### src/rtl/key_cond_pkg.sv
// Shared types and defaults for the push-button conditioning stage.
// Auto-repeat is compiled in only when KEY_CONDITIONER_AUTOREPEAT_EN is defined.
package key_cond_pkg;

    typedef enum logic [1:0] {
        IDLE     = 2'd0,
        PEND_ON  = 2'd1,
        HELD     = 2'd2,
        PEND_OFF = 2'd3
    } key_state_e;

    localparam int DEF_DEBOUNCE_CYCLES = 4;
    localparam int DEF_REPEAT_DELAY    = 8;
    localparam int DEF_REPEAT_PERIOD   = 4;

    function automatic int cnt_width(input int max_val);
        return (max_val < 1) ? 1 : $clog2(max_val + 1);
    endfunction

endpackage

### src/rtl/key_debounce_ch.sv
// One key channel: 2-FF synchronizer, debounce FSM, press/release pulses.
// Optional auto-repeat under KEY_CONDITIONER_AUTOREPEAT_EN.
module key_debounce_ch
    import key_cond_pkg::*;
#(
    parameter int DEBOUNCE_CYCLES = DEF_DEBOUNCE_CYCLES,
    parameter int REPEAT_DELAY    = DEF_REPEAT_DELAY,
    parameter int REPEAT_PERIOD   = DEF_REPEAT_PERIOD,
    parameter int REPEAT_EN       = 0
) (
    input  logic clk,
    input  logic rst,
    input  logic key_raw,
    output logic key_level,
    output logic key_press,
    output logic key_release
);

    localparam int CW = cnt_width(DEBOUNCE_CYCLES);
    localparam logic [CW-1:0] CNT_LAST = CW'(DEBOUNCE_CYCLES - 1);

    logic            s1;
    logic            s2;
    key_state_e      state;
    key_state_e      state_n;
    logic [CW-1:0]   cnt;
    logic [CW-1:0]   cnt_n;
    logic            press_n;
    logic            release_n;
    logic            rep_pulse;

    if (DEBOUNCE_CYCLES < 1 || REPEAT_DELAY < 1 || REPEAT_PERIOD < 1 ||
        REPEAT_EN < 0 || REPEAT_EN > 1) begin : g_bad_param
        $error("key_debounce_ch: invalid parameter value");
    end

    always_comb begin
        state_n   = state;
        cnt_n     = cnt;
        press_n   = 1'b0;
        release_n = 1'b0;
        unique case (state)
            IDLE: begin
                if (s2) begin
                    state_n = PEND_ON;
                    cnt_n   = '0;
                end
            end
            PEND_ON: begin
                if (!s2) begin
                    state_n = IDLE;
                end else if (cnt == CNT_LAST) begin
                    state_n = HELD;
                    press_n = 1'b1;
                end else begin
                    cnt_n = cnt + 1'b1;
                end
            end
            HELD: begin
                if (!s2) begin
                    state_n = PEND_OFF;
                    cnt_n   = '0;
                end else begin
                    press_n = rep_pulse;
                end
            end
            PEND_OFF: begin
                if (s2) begin
                    state_n = HELD;
                end else if (cnt == CNT_LAST) begin
                    state_n   = IDLE;
                    release_n = 1'b1;
                end else begin
                    cnt_n = cnt + 1'b1;
                end
            end
            default: state_n = IDLE;
        endcase
    end

    always_ff @(posedge clk) begin
        if (rst) begin
            s1          <= 1'b0;
            s2          <= 1'b0;
            state       <= IDLE;
            cnt         <= '0;
            key_level   <= 1'b0;
            key_press   <= 1'b0;
            key_release <= 1'b0;
        end else begin
            s1          <= key_raw;
            s2          <= s1;
            state       <= state_n;
            cnt         <= cnt_n;
            key_level   <= (state_n == HELD) || (state_n == PEND_OFF);
            key_press   <= press_n;
            key_release <= release_n;
        end
    end

`ifdef KEY_CONDITIONER_AUTOREPEAT_EN
    if (REPEAT_EN != 0) begin : g_repeat
        localparam int RMAX = (REPEAT_DELAY > REPEAT_PERIOD) ?
                              REPEAT_DELAY : REPEAT_PERIOD;
        localparam int RW = cnt_width(RMAX);
        localparam logic [RW-1:0] DELAY_LAST  = RW'(REPEAT_DELAY - 1);
        localparam logic [RW-1:0] PERIOD_LAST = RW'(REPEAT_PERIOD - 1);

        logic [RW-1:0] rcnt;
        logic          in_delay;
        logic          hold_on;

        // Counts only while HELD is kept; any exit or bounce restarts the delay.
        assign hold_on   = (state == HELD) && s2;
        assign rep_pulse = hold_on &&
                           (rcnt == (in_delay ? DELAY_LAST : PERIOD_LAST));

        always_ff @(posedge clk) begin
            if (rst || !hold_on) begin
                rcnt     <= '0;
                in_delay <= 1'b1;
            end else if (rep_pulse) begin
                rcnt     <= '0;
                in_delay <= 1'b0;
            end else begin
                rcnt <= rcnt + 1'b1;
            end
        end
    end else begin : g_no_repeat
        assign rep_pulse = 1'b0;
    end
`else
    assign rep_pulse = 1'b0;
`endif

endmodule

### src/rtl/key_conditioner.sv
// Debounces N_KEYS push-buttons into levels and press/release pulses.
// Auto-repeat for REPEAT_MASK keys needs KEY_CONDITIONER_AUTOREPEAT_EN.
module key_conditioner
    import key_cond_pkg::*;
#(
    parameter int                N_KEYS          = 3,
    parameter int                DEBOUNCE_CYCLES = DEF_DEBOUNCE_CYCLES,
    parameter int                REPEAT_DELAY    = DEF_REPEAT_DELAY,
    parameter int                REPEAT_PERIOD   = DEF_REPEAT_PERIOD,
    parameter logic [N_KEYS-1:0] REPEAT_MASK     = N_KEYS'(3'b010)
) (
    input  logic              CLK,
    input  logic              RESET,
    input  logic [N_KEYS-1:0] KEY_RAW,
    output logic [N_KEYS-1:0] KEY_LEVEL,
    output logic [N_KEYS-1:0] KEY_PRESS,
    output logic [N_KEYS-1:0] KEY_RELEASE
);

    for (genvar i = 0; i < N_KEYS; i++) begin : g_ch
        key_debounce_ch #(
            .DEBOUNCE_CYCLES (DEBOUNCE_CYCLES),
            .REPEAT_DELAY    (REPEAT_DELAY),
            .REPEAT_PERIOD   (REPEAT_PERIOD),
            .REPEAT_EN       (int'(REPEAT_MASK[i]))
        ) u_ch (
            .clk         (CLK),
            .rst         (RESET),
            .key_raw     (KEY_RAW[i]),
            .key_level   (KEY_LEVEL[i]),
            .key_press   (KEY_PRESS[i]),
            .key_release (KEY_RELEASE[i])
        );
    end

endmodule
### config.mk
export PLATFORM = sky130hd
export DESIGN_NAME = key_conditioner
export DESIGN_NICKNAME = d
export VERILOG_FILES = /design/src/rtl/key_cond_pkg.sv /design/src/rtl/key_debounce_ch.sv /design/src/rtl/key_conditioner.sv
export SDC_FILE = /design/constraint.sdc
export NUM_CORES = 1
export LEC_CHECK = 0
export CAP_MARGIN = 15
export CORE_UTILIZATION = 47
export CTS_CLUSTER_SIZE = 16
export DETAILED_ROUTE_END_ITERATION = 12
export PLACE_DENSITY = 0.72
export SLEW_MARGIN = 25
export SYNTH_ARGS = -nofsm -noshare
export SYNTH_HDL_FRONTEND = slang
export SYNTH_SLANG_ARGS = --single-unit
### constraint.sdc
create_clock -name CLK -period 1.15 [get_ports CLK]
set_input_delay 0.115 -clock CLK [delete_from_list [all_inputs] [get_ports CLK]]
set_output_delay 0.115 -clock CLK [all_outputs]
set_load 0.05 [all_outputs]
==> flow_summary.ini <==
[status]
status = finished with violations
failed_checks = negative setup slack

[power]
leakagePower_nw = 0.587
share_clk_of_total_power_pct = 37.9
p_sw_w = 0.000350
power_density_mw_per_mm2 = 1050
p_int_w = 0.00137
sequential_share_of_power_pct = 57.9
irDropWorstVdd_mv = 1.04
comb_power_share_pct = 4.2
total_power_w = 0.00172
p_sw_share_pct = 20.3

[sta]
layout_worst_path_cycle_share_pct = 103
setup_violations = 7
clock.fmax_mhz = 845
final_setup_skew_ps = 14.0
slew-limit-headroom_pct = 63.3
setup_ws_ps = -33.6
timing.final.hold_violations = 0
tightestPinTransition_ps = 546
timing.final.crit_period_ps = 1180
rsz_0062_raised_after_global_routing = true
report.final.slew_viol_count = 0

[global_route]
first_global_vias = 826
groute.usage.overall_pct = 19.7
grt_antenna_before_repair = 0
globalRoute.totalOverflow = 0
grt_max_degree = 17
grt_pass1_wl_um = 3650

[setup_path]
slowest_delay_ps = 370
worst-r2r-cell-count = 5
cp_max_fo = 5
cp_cell_sequence = ha_4 -> ha_4 -> and2_4 -> o21ai_1 -> a21oi_1
cell_class_contributing_the_biggest_share_of_worst_path_delay = flip-flops
endpoint_kind = register
timing.critical_path.slowest_stage_cell = sky130_fd_sc_hd__dfxtp_2
buf_inv_stages_crit_path = 0
timing.critical_path.required_ps = 1400
critical-path-top-cell-by-count = sky130_fd_sc_hd__ha_4
worst_setup_path_start_kind = register
path_class = register to register
cp.depth = 5
data_arrival_at_the_endpoint_of_the_critical_path_ps = 1430

[layout]
fin_nets = 143
area_growth_syn_to_layout_pct = 44.4
post_route_cells_drive_above_1_share_pct = 47.7
fillCellCount = 167
num_antenna_cells = 0
utilization_pct = 72.9

[cts]
clk_path_buf_depth = 2
clock-sinks = 28
clkLatencyLatePin_ps = 340
clk_root_buffer_cell = sky130_fd_sc_hd__clkbuf_4
clk_transition_reported_paths_ps = 160
cts-htree-levels = 1
cts_made_buffers = 3
cts_tree = built

[logic_synthesis]
ys_types = 17
netlist_instances = 115
synth.avg_cell_area_um2 = 9.89
netlist_area_mm2 = 0.00114
synth_fp_nets = 127
synth-seq-area-share_pct = 49.3
synth-seq-cells = 28
synth.yosys.warnings = 0

[floorplan]
fp.dieH_um = 51.2
floorplan.initialDensity_pct = 50.4
die_x_um = 51.2
number_of_placement_rows = 17
die-area_mm2 = 0.00262
core_region_area_mm2 = 0.00225
ios = 14

[worst_hold_path]
hp-class = primary input to register
worst_hold_stages = 2

[run]
max_cap_violations = 0

[placed_design]
dpl.hpwl_um = 1420
finalWeightedCongestion = 0.821
detailedPlace.worstSlack_ps = -93.5
placement.io_buffers = 13

[route]
first_iter_violations = 14
detail-route-antenna-nets = 0
drt_pass1_iterations = 4
via_count = 871
remaining_drc_errors = 0
detail_route.wl_per_cell_um = 15.1
drt_wl_total_um = 2390
drt_via_density = 5.51
-- flip-flops by register name, summed over array words and instances, names as in the netlist --
name / count
g_ch.u_ch.cnt: 9
g_ch.u_ch.key_level: 1
g_ch.u_ch.key_press: 3
g_ch.u_ch.key_release: 3
g_ch.u_ch.s1: 3
g_ch.u_ch.s2: 3
g_ch.u_ch.state: 6
-- final timing paths --
path	from	end	slack [ps]
worst min-delay path	KEY_RAW[1]	g_ch[1].u_ch.s1$_SDFF_PP0_	300
worst max-delay path	g_ch[0].u_ch.cnt[0]$_SDFFE_PP0P_	g_ch[0].u_ch.cnt[1]$_SDFFE_PP0P_	-30
worst min register to register	g_ch[0].u_ch.s1$_SDFF_PP0_	g_ch[0].u_ch.s2$_SDFF_PP0_	450
worst max register to register	g_ch[0].u_ch.cnt[0]$_SDFFE_PP0P_	g_ch[0].u_ch.cnt[1]$_SDFFE_PP0P_	-30
-- timing repair --
action                                 4_1_cts  5_1_grt
setup buffers                                1        0
endpoints found under the hold margin        0        0
gates resized for setup                     24       21
setup endpoints to repair                   19       15
pin swaps                                   10       10
hold buffers                                 0        0
-- per-layer routing --
metal	global-route usage [%]	share of wire (%)	wire length, µm	up-vias
li1	-	-	-	428
met1	23.3	44	1040	413
met2	32.0	50	1200	26
met3	3.57	3.9	94	4
met4	13.9	2.4	57	0
met5	0	0	0	-
-- cells in the final DEF (no fill, tap or decap), types with 4 or more instances in the layout --
cell | netlist | layout
sky130_fd_sc_hd__buf_4 | 9 | 9
sky130_fd_sc_hd__clkdlybuf4s50_1 | 0 | 4
sky130_fd_sc_hd__nor4b_1 | 6 | 5
sky130_fd_sc_hd__a21oi_1 | 13 | 9
sky130_fd_sc_hd__buf_12 | 0 | 9
sky130_fd_sc_hd__dfxtp_1 | 28 | 17
sky130_fd_sc_hd__nand2_1 | 9 | 7
sky130_fd_sc_hd__nand4b_1 | 6 | 6
sky130_fd_sc_hd__a21oi_2 | 0 | 4
sky130_fd_sc_hd__ha_4 | 0 | 6
sky130_fd_sc_hd__dfxtp_2 | 0 | 10
sky130_fd_sc_hd__nor2b_1 | 6 | 6
sky130_fd_sc_hd__o21ai_2 | 0 | 7
-- logic make-up after synthesis --
group | count (synthesis) | share of synthesized area, %
buffers and inverters | 15 | 8.14
AOI/OAI and AO/OA | 23 | 10.1
DFF | 28 | 49.3
and+or+nand+nor | 36 | 20.1
xor gates and xnor gates | 6 | 4.62
adders and majority gates | 7 | 7.70
-- power groups by stage --
stage | Sequential, W | Clock (W) | Combinational [W]
after floorplan | 0.00101 | 0 | 0.0000336
after global placement | 0.00102 | 0 | 0.0000595
after detailed placement | 0.00102 | 0 | 0.0000634
after CTS | 0.000996 | 0.000657 | 0.0000647
after global routing | 0.00100 | 0.000700 | 0.0000772
final | 0.000997 | 0.000653 | 0.0000717
-- per-stage QoR --
stage                     instances  hold slack [ps]  TNS (ps)  instance area [µm²]
after floorplan                 115              243     -5.67                 1150
after global routing            158              316      -629                 1640
after CTS                       158              304         0                 1550
after global placement          153              418     -55.4                 1390
after detailed placement        153              436      -580                 1390
final                           158              303      -133                 1640
-- worst register-to-register path, delay by kind of cell (launching register included) --
kind	cells	cell delay, ps
and+or+nand+nor	1	180
AOI/OAI and AO/OA	2	220
DFF	1	370
adders and majority gates	2	320
-- Yosys cell counts --
master                     instances  area, µm²
sky130_fd_sc_hd__o21ai_0          10       50.1
sky130_fd_sc_hd__buf_4             9       67.6
sky130_fd_sc_hd__nand4b_1          6       52.6
sky130_fd_sc_hd__nand2_1           9       33.8
sky130_fd_sc_hd__xor2_1            3       26.3
sky130_fd_sc_hd__nor2b_1           6       37.5
sky130_fd_sc_hd__and2_1            3       18.8
sky130_fd_sc_hd__buf_1             1       3.75
sky130_fd_sc_hd__nor4b_1           6       52.6
sky130_fd_sc_hd__inv_1             3       11.3
sky130_fd_sc_hd__nor3_1            3       15.0
sky130_fd_sc_hd__xnor2_1           3       26.3
sky130_fd_sc_hd__a21oi_1          13       65.1
sky130_fd_sc_hd__ha_1              7       87.6
sky130_fd_sc_hd__dfxtp_1          28        561
sky130_fd_sc_hd__nand4_1           3       18.8
sky130_fd_sc_hd__buf_2             2       10.0
-- final cells by class --
class	count	area [µm²]	share of cell area, %
Clock buffer	3	22.5	1.37
Clock inverter	1	30.0	1.83
Inverter	3	11.3	0.685
Multi-Input combinational cell	72	668	40.7
Sequential cell	28	577	35.1
Tap cell	28	35.0	2.13
Timing Repair Buffer	23	299	18.2
No activity file was read; power rests on OpenSTA's default activity.
